[config.mk]
export PLATFORM = sky130hd
export DESIGN_NAME = issue_queue
export DESIGN_NICKNAME = d
export VERILOG_FILES = /design/src/rtl/CPU_Param.sv /design/src/rtl/issue_queue.sv
export SDC_FILE = /design/constraint.sdc
export NUM_CORES = 1
export LEC_CHECK = 0
export ABC_AREA = 0
export CORE_MARGIN = 4
export CORE_UTILIZATION = 55
export DETAILED_ROUTE_END_ITERATION = 8
export GPL_TIMING_DRIVEN = 0
export PLACE_DENSITY = 0.89
export SLEW_MARGIN = 5
export SYNTH_ARGS = -nofsm -noshare
export SYNTH_HDL_FRONTEND = slang
export SYNTH_SLANG_ARGS = --single-unit
[constraint.sdc]
create_clock -name clk -period 7.6 [get_ports clk]
set_input_delay 2.28 -clock clk [delete_from_list [all_inputs] [get_ports clk]]
set_output_delay 2.28 -clock clk [all_outputs]
set_load 0.1 [all_outputs]
[src/rtl/CPU_Param.sv]
// Shared CPU constants: exception code sentinel, issue-queue FSM encodings, bubble payload.
// Pure declarations; no timing or backpressure of its own.
package CPU_Param;

    localparam logic [4:0] EXC_NONE = 5'd31;

    // All-zero instruction word decodes as sll $0,$0,0, a harmless bubble.
    localparam logic [63:0] NOP_PAYLOAD_DEFAULT = 64'h0;

    typedef enum logic {
        RUN     = 1'b0,
        BLOCKED = 1'b1
    } iq_state_t;

endpackage

[src/rtl/issue_queue.sv]
// Decode-to-execute FIFO issue queue; one-cycle push-to-head latency, no empty bypass.
// Backpressure: in_ready drops when full, blocked by an exception entry, or flushing; hold stalls pop only.
module issue_queue
    import CPU_Param::*;
#(
    parameter int                 DATA_W      = 64,
    parameter int                 DEPTH       = 4,
    parameter logic [DATA_W-1:0]  NOP_PAYLOAD = DATA_W'(NOP_PAYLOAD_DEFAULT)
) (
    input  logic                       clk,
    input  logic                       reset,
    input  logic                       flush,
    input  logic                       hold,
    input  logic                       in_valid,
    output logic                       in_ready,
    input  logic [DATA_W-1:0]          in_data,
    input  logic                       in_err,
    input  logic [4:0]                 in_excode,
    output logic                       out_valid,
    input  logic                       out_ready,
    output logic [DATA_W-1:0]          out_data,
    output logic                       out_err,
    output logic [4:0]                 out_excode,
    output logic [$clog2(DEPTH):0]     count
);

    localparam int PTR_W = $clog2(DEPTH);
    localparam int CNT_W = PTR_W + 1;

    if (DEPTH < 2 || DEPTH > 16 || (DEPTH & (DEPTH - 1)) != 0) begin : g_bad_depth
        $error("issue_queue: DEPTH must be a power of two in 2..16");
    end

    logic [DATA_W-1:0] r_data [DEPTH];
    logic              r_err  [DEPTH];
    logic [4:0]        r_exc  [DEPTH];

    logic [PTR_W-1:0]  r_wptr;
    logic [PTR_W-1:0]  r_rptr;
    logic [CNT_W-1:0]  r_count;
    iq_state_t         r_state;

    logic              w_push;
    logic              w_pop;
    logic              w_in_rdy;
    logic              w_out_vld;

    assign w_in_rdy  = (r_count < CNT_W'(DEPTH)) && (r_state == RUN) && !flush;
    assign w_out_vld = (r_count != '0) && !hold && !flush;
    assign w_push    = in_valid && w_in_rdy;
    assign w_pop     = w_out_vld && out_ready;

    assign in_ready   = w_in_rdy;
    assign out_valid  = w_out_vld;
    assign out_data   = w_out_vld ? r_data[r_rptr] : NOP_PAYLOAD;
    assign out_err    = w_out_vld ? r_err[r_rptr]  : 1'b0;
    assign out_excode = w_out_vld ? r_exc[r_rptr]  : EXC_NONE;
    assign count      = r_count;

    // Storage is never cleared; occupancy alone decides what is visible.
    always_ff @(posedge clk) begin
        if (w_push) begin
            r_data[r_wptr] <= in_data;
            r_err[r_wptr]  <= in_err;
            r_exc[r_wptr]  <= in_excode;
        end
    end

    // Pointers are exactly PTR_W bits so they wrap modulo DEPTH for free.
    always_ff @(posedge clk) begin
        if (reset || flush) begin
            r_wptr  <= '0;
            r_rptr  <= '0;
            r_count <= '0;
            r_state <= RUN;
        end else begin
            if (w_push) begin
                r_wptr <= r_wptr + 1'b1;
            end
            if (w_pop) begin
                r_rptr <= r_rptr + 1'b1;
            end
            case ({w_push, w_pop})
                2'b10:   r_count <= r_count + 1'b1;
                2'b01:   r_count <= r_count - 1'b1;
                default: r_count <= r_count;
            endcase
            // An excepting entry stops intake until the pipeline is flushed.
            if (w_push && in_err) begin
                r_state <= BLOCKED;
            end
        end
    end

endmodule

# Word level (Yosys, flattened, before mapping)
# Memory sizes are Yosys's and may differ from the RTL's. A register that Yosys moved wholly into a read port is not among the register bits.
# Cells that the tools add are included.
[word_totals] input_bits=76 mem_bits_rw=280 register_bits=8 mem_count=3 output_inout_bits=75
[mem_list] memory="r_data" depth=4 word_bits=64 rd=1 rd_ports_with_merged_regs=1 wr=1 line="issue_queue.sv:34" rtl="logic [DATA_W-1:0] r_data [DEPTH];"
[mem_list] memory="r_exc" depth=4 word_bits=5 rd=1 rd_ports_with_merged_regs=1 wr=1 line="issue_queue.sv:36" rtl="logic [4:0] r_exc [DEPTH];"
[mem_list] memory="r_err" depth=4 word_bits=1 rd=1 rd_ports_with_merged_regs=1 wr=1 line="issue_queue.sv:35" rtl="logic r_err [DEPTH];"
[classes] magnitude_cmp=1 eq_ne=2 mux=12 n_addsub=4 n_reduce_logical=12 n_bitwise=1
[op_table] cell="64-bit 2-to-1 mux" n=1
[op_table] cell="2-bit 2-to-1 mux" n=6
[op_table] cell="1-bit logical AND" n=7
[op_table] cell="3-bit case mux with 2 select lines" n=1
[op_table] cell="5-bit 2-to-1 mux" n=1
[op_table] cell="2-bit by 1-bit adder with 2-bit output (second input constant)" n=2
[op_table] cell="3-bit by 1-bit adder with 3-bit output (second input constant)" n=1
[op_table] cell="3-bit less-than comparator (second input constant)" n=1
[op_table] cell="1-bit 2-to-1 mux" n=3
[op_table] cell="3-bit nonzero test" n=1
[op_table] cell="3-bit by 1-bit subtractor with 3-bit output (second input constant)" n=1
[op_table] cell="2-bit by 1-bit equality test with 1-bit output (second input constant)" n=1
[op_table] cell="2-bit equality test (second input constant)" n=1
[op_table] cell="1-bit zero test" n=2
[op_table] cell="2-bit nonzero test" n=1
[op_table] cell="1-bit logical OR" n=1
[op_table] cell="1-bit NOT" n=1

# Depth between registers and ports, before layout
# Gate-level depths: netlist of run 1.
[depth] word_depth=6 mapped_depth=9 ltp_nobuf=9

# Worst setup path before layout of run 1
# No wires, ideal clock.
[synth_path] path_kind="in2out" from="in flush" to="out in_ready" required_time_ps=5320 path_stages=1 t_arrival_ps=4343 slack_ps=977 path_cell_list="nor3_1"
[synth_via] elab_chain_cells=2
[synth_lines] element="start, declared" line="issue_queue.sv:12" rtl="input logic flush,"
[synth_lines] element="1-bit zero test" line="issue_queue.sv:48" rtl="assign w_in_rdy = (r_count < CNT_W'(DEPTH)) && (r_state == RUN) && !flush;"
[synth_lines] element="1-bit logical AND" line="issue_queue.sv:48"
[synth_lines] element="end, declared" line="issue_queue.sv:15" rtl="output logic in_ready,"
# No other way between the ends.

# Worst setup path after layout of run 1
[layout_path] from="in flush" to="out out_data[28]"
[layout_via] elab_chain_cells=3
[layout_lines] element="1-bit zero test" line="issue_queue.sv:49" rtl="assign w_out_vld = (r_count != '0) && !hold && !flush;"
[layout_lines] element="1-bit logical AND" line="issue_queue.sv:49"
[layout_lines] element="64-bit 2-to-1 mux" line="issue_queue.sv:55" rtl="assign out_data = w_out_vld ? r_data[r_rptr] : NOP_PAYLOAD;"
[layout_lines] element="end, declared" line="issue_queue.sv:21" rtl="output logic [DATA_W-1:0] out_data,"
# No other way between the ends.

==> qor.txt, run 1 <==
Antenna diodes -> 0
Die Footprint -> 22,550 sq um
Post-Route WL -> 21,460 microns
Post-CTS Resized -> 0
Slew Viols, Final -> 0
H-tree levels -> 1
Initial Utilization -> 56.57%
I/O pin count -> 151
Worst slew pin tran -> 1.032 ns
Top-count cell post-synth -> edfxtp_1
Endpoints failing hold -> 0
Layout cell share with drive strength beyond 1 -> 19.86%
CTS Root Cell -> clkbuf_16
Avg Cell Area, Syn -> 22.10 sq um
Clock Sink Count -> 290
FFs w/ async S/R, synth -> 0%
Tmin final -> 7.494 ns
Chip width -> 150.2 microns
#FFs+latches synth -> 290
Setup_tns -> 0 ns
Maximum buffer depth of the clock tree -> 3
Final setup margin -> 0.1056 ns
Sequential-to-total area share from yosys stat -> 77.43%
CP Launch Type -> input pin
Routability cong. -> 0.8072
Drt drc -> 0
Register area -> 8608 sq um
Ys Warns -> 0
Global-route wire length before repair -> 33,220 microns
Grt ovf -> 0
Post-Syn Nets -> 585
WL/cell -> 22.01 microns
Outcome -> finished, final reports clean
Initial drt markers -> 336
Post-CTS Setup Repair Bufs -> 0
Cells after Synth -> 503
Pre-CTS setup slack -> 0.02428 ns
EDFF count, synth -> 280
Critical path peak fanout -> 10
Period Utilization, post-route -> 98.61%
Synth cell count leaders -> 280 x edfxtp_1, 70 x mux4_2, 69 x and2_1
Arr. time, crit path -> 5.21 ns
Fin cells -> 975
Multi-input logic area -> 2341 sq um
CTS Buf Count -> 29
Routed Antenna Nets -> 0
DPL Wire Length -> 13,620 microns
Via count -> 5,466
Clock latency on the worst-skew pair -> 0.52 ns
Core area -> 19,650 sq um
Slew HR -> 31.10%
Mapped cell area -> 11,120 sq um
R2r setup slk -> 5.05 ns
Pre-antenna DRT Iters -> 5
Leakage -> 4.875 nW
Yosys top cell area share -> 75.62%
IR drop worst, VDD -> 0.2447 mV
Critical Path Sink Type -> output port
Drt via density -> 5.606
Largest net degree at the start of global routing -> 38
PwrDens -> 235.0 nW/um^2
Kind of critical path -> in -> out
Cells after DPL -> 922
Number of global-route vias before repair -> 5,916
Synth Flop Type -> edfxtp_1
Unique masters post-synth -> 26
Nets -> 770
CTS tree -> done
Hold WC Path Type -> reg -> reg
Fin Clk Skew -> 0.01316 ns
Final Total Pwr -> 3.298 mW
WP data required -> 5.32 ns
Rows -> 51
Initial antenna violation count -> 0
Reg clk slew, reported paths -> 0.06 ns
Final setup vio count -> 0
Number of hold buffers added after CTS -> 0
Area contributors post-synth -> edfxtp_1 76%, mux4_2 14%, and2_1 3.9%, dfxtp_1 1.8%, buf_6 0.61%
Fmax achieved -> 0.1334 GHz
Maxcap violations -> 0
GRT Total Usage -> 19.20%
Fillers -> 1,198
Area leader, netlist -> edfxtp_1
Die Ht -> 150.2 microns
I/O Buffers -> 150
Area delta synth->final -> 26.22%
[sequential cells by signal, indices dropped and copies added, names as in the netlist, named ones only]
signal / count
r_wptr: 2
count: 3
r_state: 1
r_rptr: 2
r_data: 256
r_exc: 20
r_err: 4
[stage by stage]
stage	hold WS (ns)	area, sq um	util, %
after floorplan	0.4591	11120	-
after global placement	0.4785	12950	65.90
after detailed placement	0.5220	13040	66.35
after CTS	0.5307	13980	71.11
after global routing	0.5476	14030	71.40
final	0.5321	14030	71.40
[power by group]
part	internal [mW]	leakage, nW	total (mW)	switching, mW
Combinational	0.0655	1.79	0.145	0.0795
Clock	0.814	0.464	1.37	0.555
Sequential	1.78	2.62	1.78	0.00630
[cells in the final DEF, fill, tap and decap left out, types with 5 or more instances in the layout]
| cell type | netlist | layout |
|---|---|---|
| buf_2 | 8 | 8 |
| buf_6 | 6 | 6 |
| inv_1 | 8 | 8 |
| edfxtp_1 | 280 | 280 |
| or3_1 | 8 | 8 |
| clkbuf_1 | 9 | 13 |
| clkbuf_8 | 0 | 5 |
| dfxtp_1 | 10 | 10 |
| nor2_1 | 7 | 7 |
| clkinv_1 | 0 | 6 |
| clkdlybuf4s50_1 | 0 | 127 |
| clkbuf_16 | 0 | 29 |
| ha_1 | 5 | 5 |
| dlymetal6s2s_1 | 0 | 23 |
| mux4_2 | 70 | 70 |
| and2_1 | 69 | 65 |
| clkinv_2 | 0 | 5 |
[final cells by class]
type / instances / share of cell area, %
sequential: 290 / 61.34
multi-input combinational: 181 / 16.68
timing repair buffer: 154 / 11.68
clock buffer: 38 / 5.769
tap: 265 / 2.363
buffer: 24 / 1.061
clock inverter: 15 / 0.8916
inverter: 8 / 0.2140
[critical path, stage by stage]
cell,delay [ns]
clkdlybuf4s50_1,0.53
or2_4,0.32
or2_4,0.25
inv_1,0.14
buf_4,0.23
buf_6,0.16
and2_1,0.14
clkdlybuf4s50_1,1.15
[kinds of logic after synthesis]
family,Yosys count,share of synthesized area [%]
DFF,290,77.43
and+or+nand+nor,92,5.255
muxes,70,14.18
buffers and inverters,32,1.609
AOI/OAI and AO/OA,10,0.5514
adders and majority gates,6,0.7427
xor gates and xnor gates,3,0.2364
[worst paths after layout]
check,cells after the start,start,end
worst min-delay path,2,r_rptr[1]$_SDFFE_PP0P_,r_rptr[1]$_SDFFE_PP0P_
worst max-delay path,8,flush,out_data[28]
worst min register to register,2,r_rptr[1]$_SDFFE_PP0P_,r_rptr[1]$_SDFFE_PP0P_
worst max register to register,3,count[2]$_SDFFE_PP0P_,r_data[3][55]$_DFFE_PP_
[routing by layer]
metal | GRT usage (%) | up-vias | part of all wire [%]
li1 | - | 2418 | -
met1 | 25.89 | 2827 | 40
met2 | 33.09 | 197 | 51
met3 | 4.094 | 24 | 7.6
met4 | 3.705 | 0 | 1.3
met5 | 0 | - | 0
(Power assumes the default switching activity.)
==> inputs of run 2 (changes only) <==
--- a/config.mk
+++ b/config.mk
@@ -6,11 +6,11 @@
 export NUM_CORES = 1
 export LEC_CHECK = 0
 export ABC_AREA = 0
-export CORE_MARGIN = 4
 export CORE_UTILIZATION = 55
 export DETAILED_ROUTE_END_ITERATION = 8
 export GPL_TIMING_DRIVEN = 0
 export PLACE_DENSITY = 0.89
+export REMOVE_ABC_BUFFERS = 1
 export SLEW_MARGIN = 5
 export SYNTH_ARGS = -nofsm -noshare
 export SYNTH_HDL_FRONTEND = slang
==> run 2 against run 1 <==
  * Register-to-register slack is essentially flat
  * Via count is 0.77% lower
  * Combinational power hardly changed
  * Power fell by 3.1%
  * Die area shrank 7.8%
  * Design area shrank 1.7%
  * Critical endpoint is now out_data[5]
  * Critical path depth is 2 lower
  * Largest cell class unchanged
  * Global-route usage up 1.0 points
  * Non-clock buffer count decreased by 21
  * Fmax increased by 0.17%
  * Largest power group unchanged
==> qor.txt, run 2 (synthesis gave the netlist of run 1 again) <==
Outcome -> finished, final reports clean
H-tree levels -> 1 (unchanged)
Die Footprint -> 20,790 sq um (-7.8%)
Hold_ws -> 0.5109 ns (-0.02124 ns)
Drt drc -> 0 (unchanged)
Chip width -> 144.2 microns (-4.0%)
R2r setup slk -> 5.06 ns (about the same)
I/O Buffers -> 150 (unchanged)
Initial antenna violation count -> 0 (unchanged)
CTS Buf Count -> 28 (-3.4%)
Initial drt markers -> 269 (-20%)
WL/cell -> 21.45 microns (-2.6%)
Routed Antenna Nets -> 0 (unchanged)
Most common cell after layout, fill and taps aside -> edfxtp_1
Slew Viols, Final -> 0 (unchanged)
I/O pin count -> 151 (unchanged)
Routability cong. -> 0.7611 (-5.7%)
Fin Clk Skew -> 0.01014 ns (-0.003017 ns)
Pre-antenna DRT Iters -> 5 (unchanged)
Grt ovf -> 0 (unchanged)
Slew HR -> 32.81% (+1.7 points)
Endpoints failing hold -> 0 (unchanged)
WP data required -> 5.32 ns (about the same)
Leakage -> 4.544 nW (-6.8%)
Final Total Pwr -> 3.195 mW (-3.1%)
Kind of critical path -> in -> out
Period Utilization, post-route -> 98.44% (-0.17 points)
Max stage delay cell, worst path -> clkdlybuf4s50_1
Max reg flops -> 256 (unchanged)
Worst slew pin tran -> 1.005 ns (-0.02708 ns)
GRT Total Usage -> 20.22% (+1.0 points)
Via count -> 5,424 (-0.77%)
Top Registers -> r_data: 256 flops, r_exc: 20 flops, r_err: 4 flops
CP Launch Type -> input pin
Global-route wire length before repair -> 31,270 microns (-5.9%)
Reg clk slew, reported paths -> 0.06 ns (about the same)
CTS Root Cell -> clkbuf_16
Setup_tns -> 0 ns (unchanged)
Final setup vio count -> 0 (unchanged)
Clock latency on the worst-skew pair -> 0.52 ns (about the same)
Drt via density -> 5.697 (+1.6%)
Tmin final -> 7.482 ns (-0.01273 ns)
Rows -> 51 (unchanged)
Core area -> 19,650 sq um (unchanged)
Commonest cells after routing, fill and taps aside -> 280 x edfxtp_1, 111 x clkdlybuf4s50_1, 70 x mux4_2, 65 x and2_1, 38 x dlygate4sd2_1
CTS tree -> done
Post-CTS Setup Repair Bufs -> 0 (unchanged)
RSZ-0062 raised after global routing -> false
Cells after DPL -> 901 (-2.3%)
Nets -> 748 (-2.9%)
Fillers -> 1,206 (+0.67%)
Area delta synth->final -> 24.03%
Fmax achieved -> 0.1337 GHz (+0.17%)
Clock Sink Count -> 290 (unchanged)
DPL Wire Length -> 12,600 microns (-7.4%)
Post-Route WL -> 20,420 microns (-4.9%)
Maximum buffer depth of the clock tree -> 3 (unchanged)
Hold WC Path Type -> reg -> reg
Number of global-route vias before repair -> 5,878 (-0.64%)
Arr. time, crit path -> 5.20 ns (about the same)
Fin cells -> 952 (-2.4%)
PwrDens -> 231.7 nW/um^2 (-1.4%)
Initial Utilization -> 56.57% (unchanged)
Die Ht -> 144.2 microns (-4.0%)
IR drop worst, VDD -> 0.1858 mV (-24%)
Top reg by flops -> r_data
Post-layout util -> 70.16% (-1.2 points)
Antenna diodes -> 0 (unchanged)
Critical Path Sink Type -> output port
CP max stage delay -> 1.15 ns (about the same)
Largest net degree at the start of global routing -> 58 (+53%)
Layout cell share with drive strength beyond 1 -> 18.49% (-1.4 points)
Critical path peak fanout -> 28 (+18)
Worst-path cell chain -> clkdlybuf4s50_1 -> or2_4 -> or2_4 -> inv_2 -> and2_1 -> clkdlybuf4s50_1
Maxcap violations -> 0 (unchanged)
==> run 2: cell count changes in the layout (fill, tap and decap cells not counted), sizes merged <==
cell	delta
clkdlybuf4s50	-16
dlymetal6s2s	-22
clkinv	+2
bufinv	-1
clkbuf	-11
dlygate4sd2	+38
inv	-1
buf	-12
==> run 2: final timing paths <==
kind | from | to | cells past startpoint
worst max-delay path | flush | out_data[5] | 6
worst min register to register | r_rptr[1]$_SDFFE_PP0P_ | flip-flop | 2
worst min-delay path | r_rptr[1]$_SDFFE_PP0P_ | flip-flop | 2
worst max register to register | count[2]$_SDFFE_PP0P_ | count[2]$_SDFFE_PP0P_ | 8
==> run 2: what timing repair did <==
item | CTS | global route
endpoints found under the hold margin | 0 | 0
endpoints found under the setup margin | 38 | 1
resized for setup | 38 | 1
hold buffers | 0 | 0
==> run 2: through the flow <==
| stage | setup slack, ns | area [sq um] |
|---|---|---|
| 2_1_floorplan | 0.4949 | 10970 |
| 3_3_place_gp | -1.010 | 12800 |
| 3_5_place_dp | -0.08176 | 12990 |
| 4_1_cts | 0.08128 | 13790 |
| 5_1_grt | 0.01032 | 13790 |
| 6_report | 0.1183 | 13790 |
==> run 2: where the power goes <==
group	leakage [nW]	switching (mW)	internal (mW)
Combinational	1.50	0.0780	0.0642
Clock	0.420	0.541	0.728
Sequential	2.62	0.00677	1.78
==> run 2: layer usage <==
metal	part of all wire, %	global-route usage [%]	routed length, microns	vias to the layer above
met5	0	0	0	-
met4	2.4	6.925	483	0
li1	-	-	-	2372
met2	53	36.05	10830	207
met1	38	24.45	7731	2801
met3	6.7	4.338	1371	44
==> run 2: cell type report <==
cell class | instances | area (sq um) | share of cell area [%]
clock buffers | 36 | 752.0 | 5.453
repair buffers | 157 | 1627 | 11.80
flip-flops and latches | 290 | 8616 | 62.48
well taps | 265 | 331.6 | 2.404
clock inverters | 15 | 92.59 | 0.6714
inverters | 8 | 30.03 | 0.2178
multi-input cells | 181 | 2341 | 16.98
==> run 2: worst max-delay path, delay by kind of cell <==
family | cells | cell delay, ns
buf+inv | 3 | 2.07
simple gates | 3 | 0.83
==> inputs of run 3 (changes only) <==
==> constraint.sdc (replaced) <==
create_clock -name clk -period 7.6 [get_ports clk]
set_input_delay 1.14 -clock clk [delete_from_list [all_inputs] [get_ports clk]]
set_output_delay 1.14 -clock clk [all_outputs]
set_load 0.1 [all_outputs]
==> run 3 against run 2 <==
  * First-iteration DRC count fell by 1.5%
  * Fmax rose by 39%
  * Sequential power is essentially flat
  * Routed wire length is 0.31% higher
  * Register-to-register slack improved by 0.02 ns
  * Via count about the same
  * Combinational power is essentially flat
  * Die area is the same
  * Setup slack improved by 2.1 ns
  * Clock power barely moved
  * Flip-flop and latch count stayed put
  * Clock skew about the same
  * Critical path type unchanged
  * Largest cell class unchanged
==> qor.txt, run 3 (synthesis gave the netlist of run 1 again) <==
Post-CTS Setup Repair Bufs -> 0 (unchanged)
Top Registers -> r_data: 256 flops, r_exc: 20 flops, r_err: 4 flops
Fmax achieved -> 0.1856 GHz (+39%)
Largest net degree at the start of global routing -> 58 (unchanged)
Grt ovf -> 0 (unchanged)
R2r setup slk -> 5.08 ns (+0.02 ns)
Highest metal used -> met4
Worst-path cell chain -> clkdlybuf4s50_1 -> or2_4 -> or2_4 -> inv_2 -> buf_12 -> and2_1 -> clkdlybuf4s50_1
Endpoints failing hold -> 0 (unchanged)
Routed Antenna Nets -> 0 (unchanged)
Nets -> 748 (unchanged)
Final setup vio count -> 0 (unchanged)
Kind of critical path -> in -> out
Worst R2R Path Depth -> 8 (unchanged)
Outcome -> finished, final reports clean
I/O pin count -> 151 (unchanged)
Most common cell after layout, fill and taps aside -> edfxtp_1
Period Utilization, post-route -> 70.89% (-28 points)
Chip width -> 144.2 microns (unchanged)
CP Launch Type -> input pin
Commonest cells after routing, fill and taps aside -> 280 x edfxtp_1, 150 x clkdlybuf4s50_1, 70 x mux4_2, 65 x and2_1, 29 x clkbuf_16
Setup crit end -> out_data[61]
Maximum buffer depth of the clock tree -> 3 (unchanged)
Arr. time, crit path -> 4.25 ns (-0.95 ns)
Area delta synth->final -> 24.43%
CP max stage delay -> 1.15 ns (about the same)
Drt drc -> 0 (unchanged)
Clock power share -> 39.7% (about the same)
RSZ-0062 raised after global routing -> false
Antenna diodes -> 0 (unchanged)
PwrDens -> 231.1 nW/um^2 (-0.26%)
Slew Viols, Final -> 0 (unchanged)
Register area -> 8616 sq um (unchanged)
Initial Utilization -> 56.57% (unchanged)
WL met1 -> 7759 microns (+0.36%)
DPL Wire Length -> 12,600 microns (unchanged)
CP startpoint -> flush
Seq pwr share -> 55.8% (about the same)
H-tree levels -> 1 (unchanged)
Routability cong. -> 0.7611 (unchanged)
Post-CTS Resized -> 0 (-100%)
Setup_tns -> 0 ns (unchanged)
Die Footprint -> 20,790 sq um (unchanged)
Drt via density -> 5.694 (about the same)
Clock latency on the worst-skew pair -> 0.52 ns (about the same)
Hold_ws -> 0.5077 ns (-0.003244 ns)
Fin Clk Skew -> 0.009813 ns (-0.0003315 ns)
Rows -> 51 (unchanged)
Global-route wire length before repair -> 31,220 microns (-0.15%)
Sw power -> 0.6263 mW (+0.13%)
Reg2Reg Launch Point -> count[2]$_SDFFE_PP0P_
Die Ht -> 144.2 microns (unchanged)
Initial antenna violation count -> 0 (unchanged)
Initial drt markers -> 265 (-1.5%)
Sw Ratio -> 19.59% (about the same)
WP data required -> 6.46 ns (+1.14 ns)
CTS tree -> done
Comb pwr share -> 4.5% (about the same)
Number of global-route vias before repair -> 5,879 (+0.017%)
Core area -> 19,650 sq um (unchanged)
Critical Path Sink Type -> output port
Reg clk slew, reported paths -> 0.06 ns (about the same)
Layout cell share with drive strength beyond 1 -> 18.49% (unchanged)
CTS Root Cell -> clkbuf_16
Via count -> 5,421 (-0.055%)
Max reg flops -> 256 (unchanged)
Crit Reg-Reg Endpoint -> count[2]$_SDFFE_PP0P_
Slew HR -> 31.19% (-1.6 points)
WL/cell -> 21.51 microns (+0.31%)
Number of hold buffers added after CTS -> 0 (unchanged)
Hold WC Path Type -> reg -> reg
Critical path peak fanout -> 39 (+39%)
I/O Buffers -> 150 (unchanged)
Leakage -> 4.344 nW (-4.4%)
GRT Total Usage -> 20.18% (-0.045 points)
Pint -> 2.570 mW (about the same)
Clock Sink Count -> 290 (unchanged)
Multi-input logic area -> 2341 sq um (unchanged)
Met3 Routed Length -> 1363 microns (-0.58%)
Top reg by flops -> r_data
Max stage delay cell, worst path -> clkdlybuf4s50_1
Metal2 WL -> 10,870 microns (+0.32%)
Pre-antenna DRT Iters -> 4 (-1)
Worst slew pin tran -> 1.029 ns (+0.02420 ns)
IR drop worst, VDD -> 0.1864 mV (+0.31%)
Fillers -> 1,184 (-1.8%)
Tmin final -> 5.388 ns (-2.094 ns)
Maxcap violations -> 0 (unchanged)
Post-Route WL -> 20,480 microns (+0.31%)
CTS Buf Count -> 28 (unchanged)
[run 3: changes by cell type in the layout (fill, tap and decap cells not counted), sizes merged]
cell / change
clkdlybuf4s50: +39
dlygate4sd2: -38
dlymetal6s2s: -1
[run 3: worst min-delay path by stage]
| stage | startpoint | to | depth (start not counted) |
|---|---|---|---|
| 3_5_place_dp | r_rptr[1]$_SDFFE_PP0P_ | flip-flop | 2 |
| 2_1_floorplan | r_rptr[1]$_SDFFE_PP0P_ | flip-flop | 2 |
| 6_report | r_rptr[1]$_SDFFE_PP0P_ | flip-flop | 2 |
| 5_1_grt | r_rptr[1]$_SDFFE_PP0P_ | flip-flop | 2 |
| 3_3_place_gp | r_rptr[1]$_SDFFE_PP0P_ | r_rptr[1]$_SDFFE_PP0P_ | 2 |
| 4_1_cts | r_rptr[1]$_SDFFE_PP0P_ | flip-flop | 2 |
[run 3: worst max-delay path, delay by kind of cell]
kind                   cells  cell delay (ns)
buffers and inverters      4             2.33
and+or+nand+nor            3             0.74
[run 3: power groups by stage]
stage	combinational [mW]	clock (mW)	sequential, mW
after floorplan	0.0649	0	1.82
after global placement	0.133	0	1.82
after detailed placement	0.144	0	1.82
after CTS	0.145	1.29	1.78
after global routing	0.152	1.35	1.79
final	0.144	1.27	1.78
[run 3: cell type report]
class / instances / area share [%]
well taps: 265 / 2.397
repair buffers: 157 / 12.08
clock inverters: 15 / 0.6693
clock buffers: 36 / 5.435
inverters: 8 / 0.2171
flip-flops and latches: 290 / 62.28
multi-input cells: 181 / 16.92
[run 3: per-layer routing]
layer	vias up	GRT usage [%]
met1	2811	24.31
met3	44	4.338
li1	2373	-
met5	-	0
met2	193	36.05
met4	0	6.925
[run 3: stage by stage]
step,instances,power [mW],cell area [sq um],utilization (%),worst slack [ns]
floorplan,479,1.885,10970,-,2.135
global placement,894,1.952,12800,65.14,0.3896
detailed placement,901,1.962,12990,66.09,2.198
CTS,952,3.222,13830,70.39,2.200
global route,952,3.290,13830,70.39,2.082
finish,952,3.197,13830,70.39,2.212
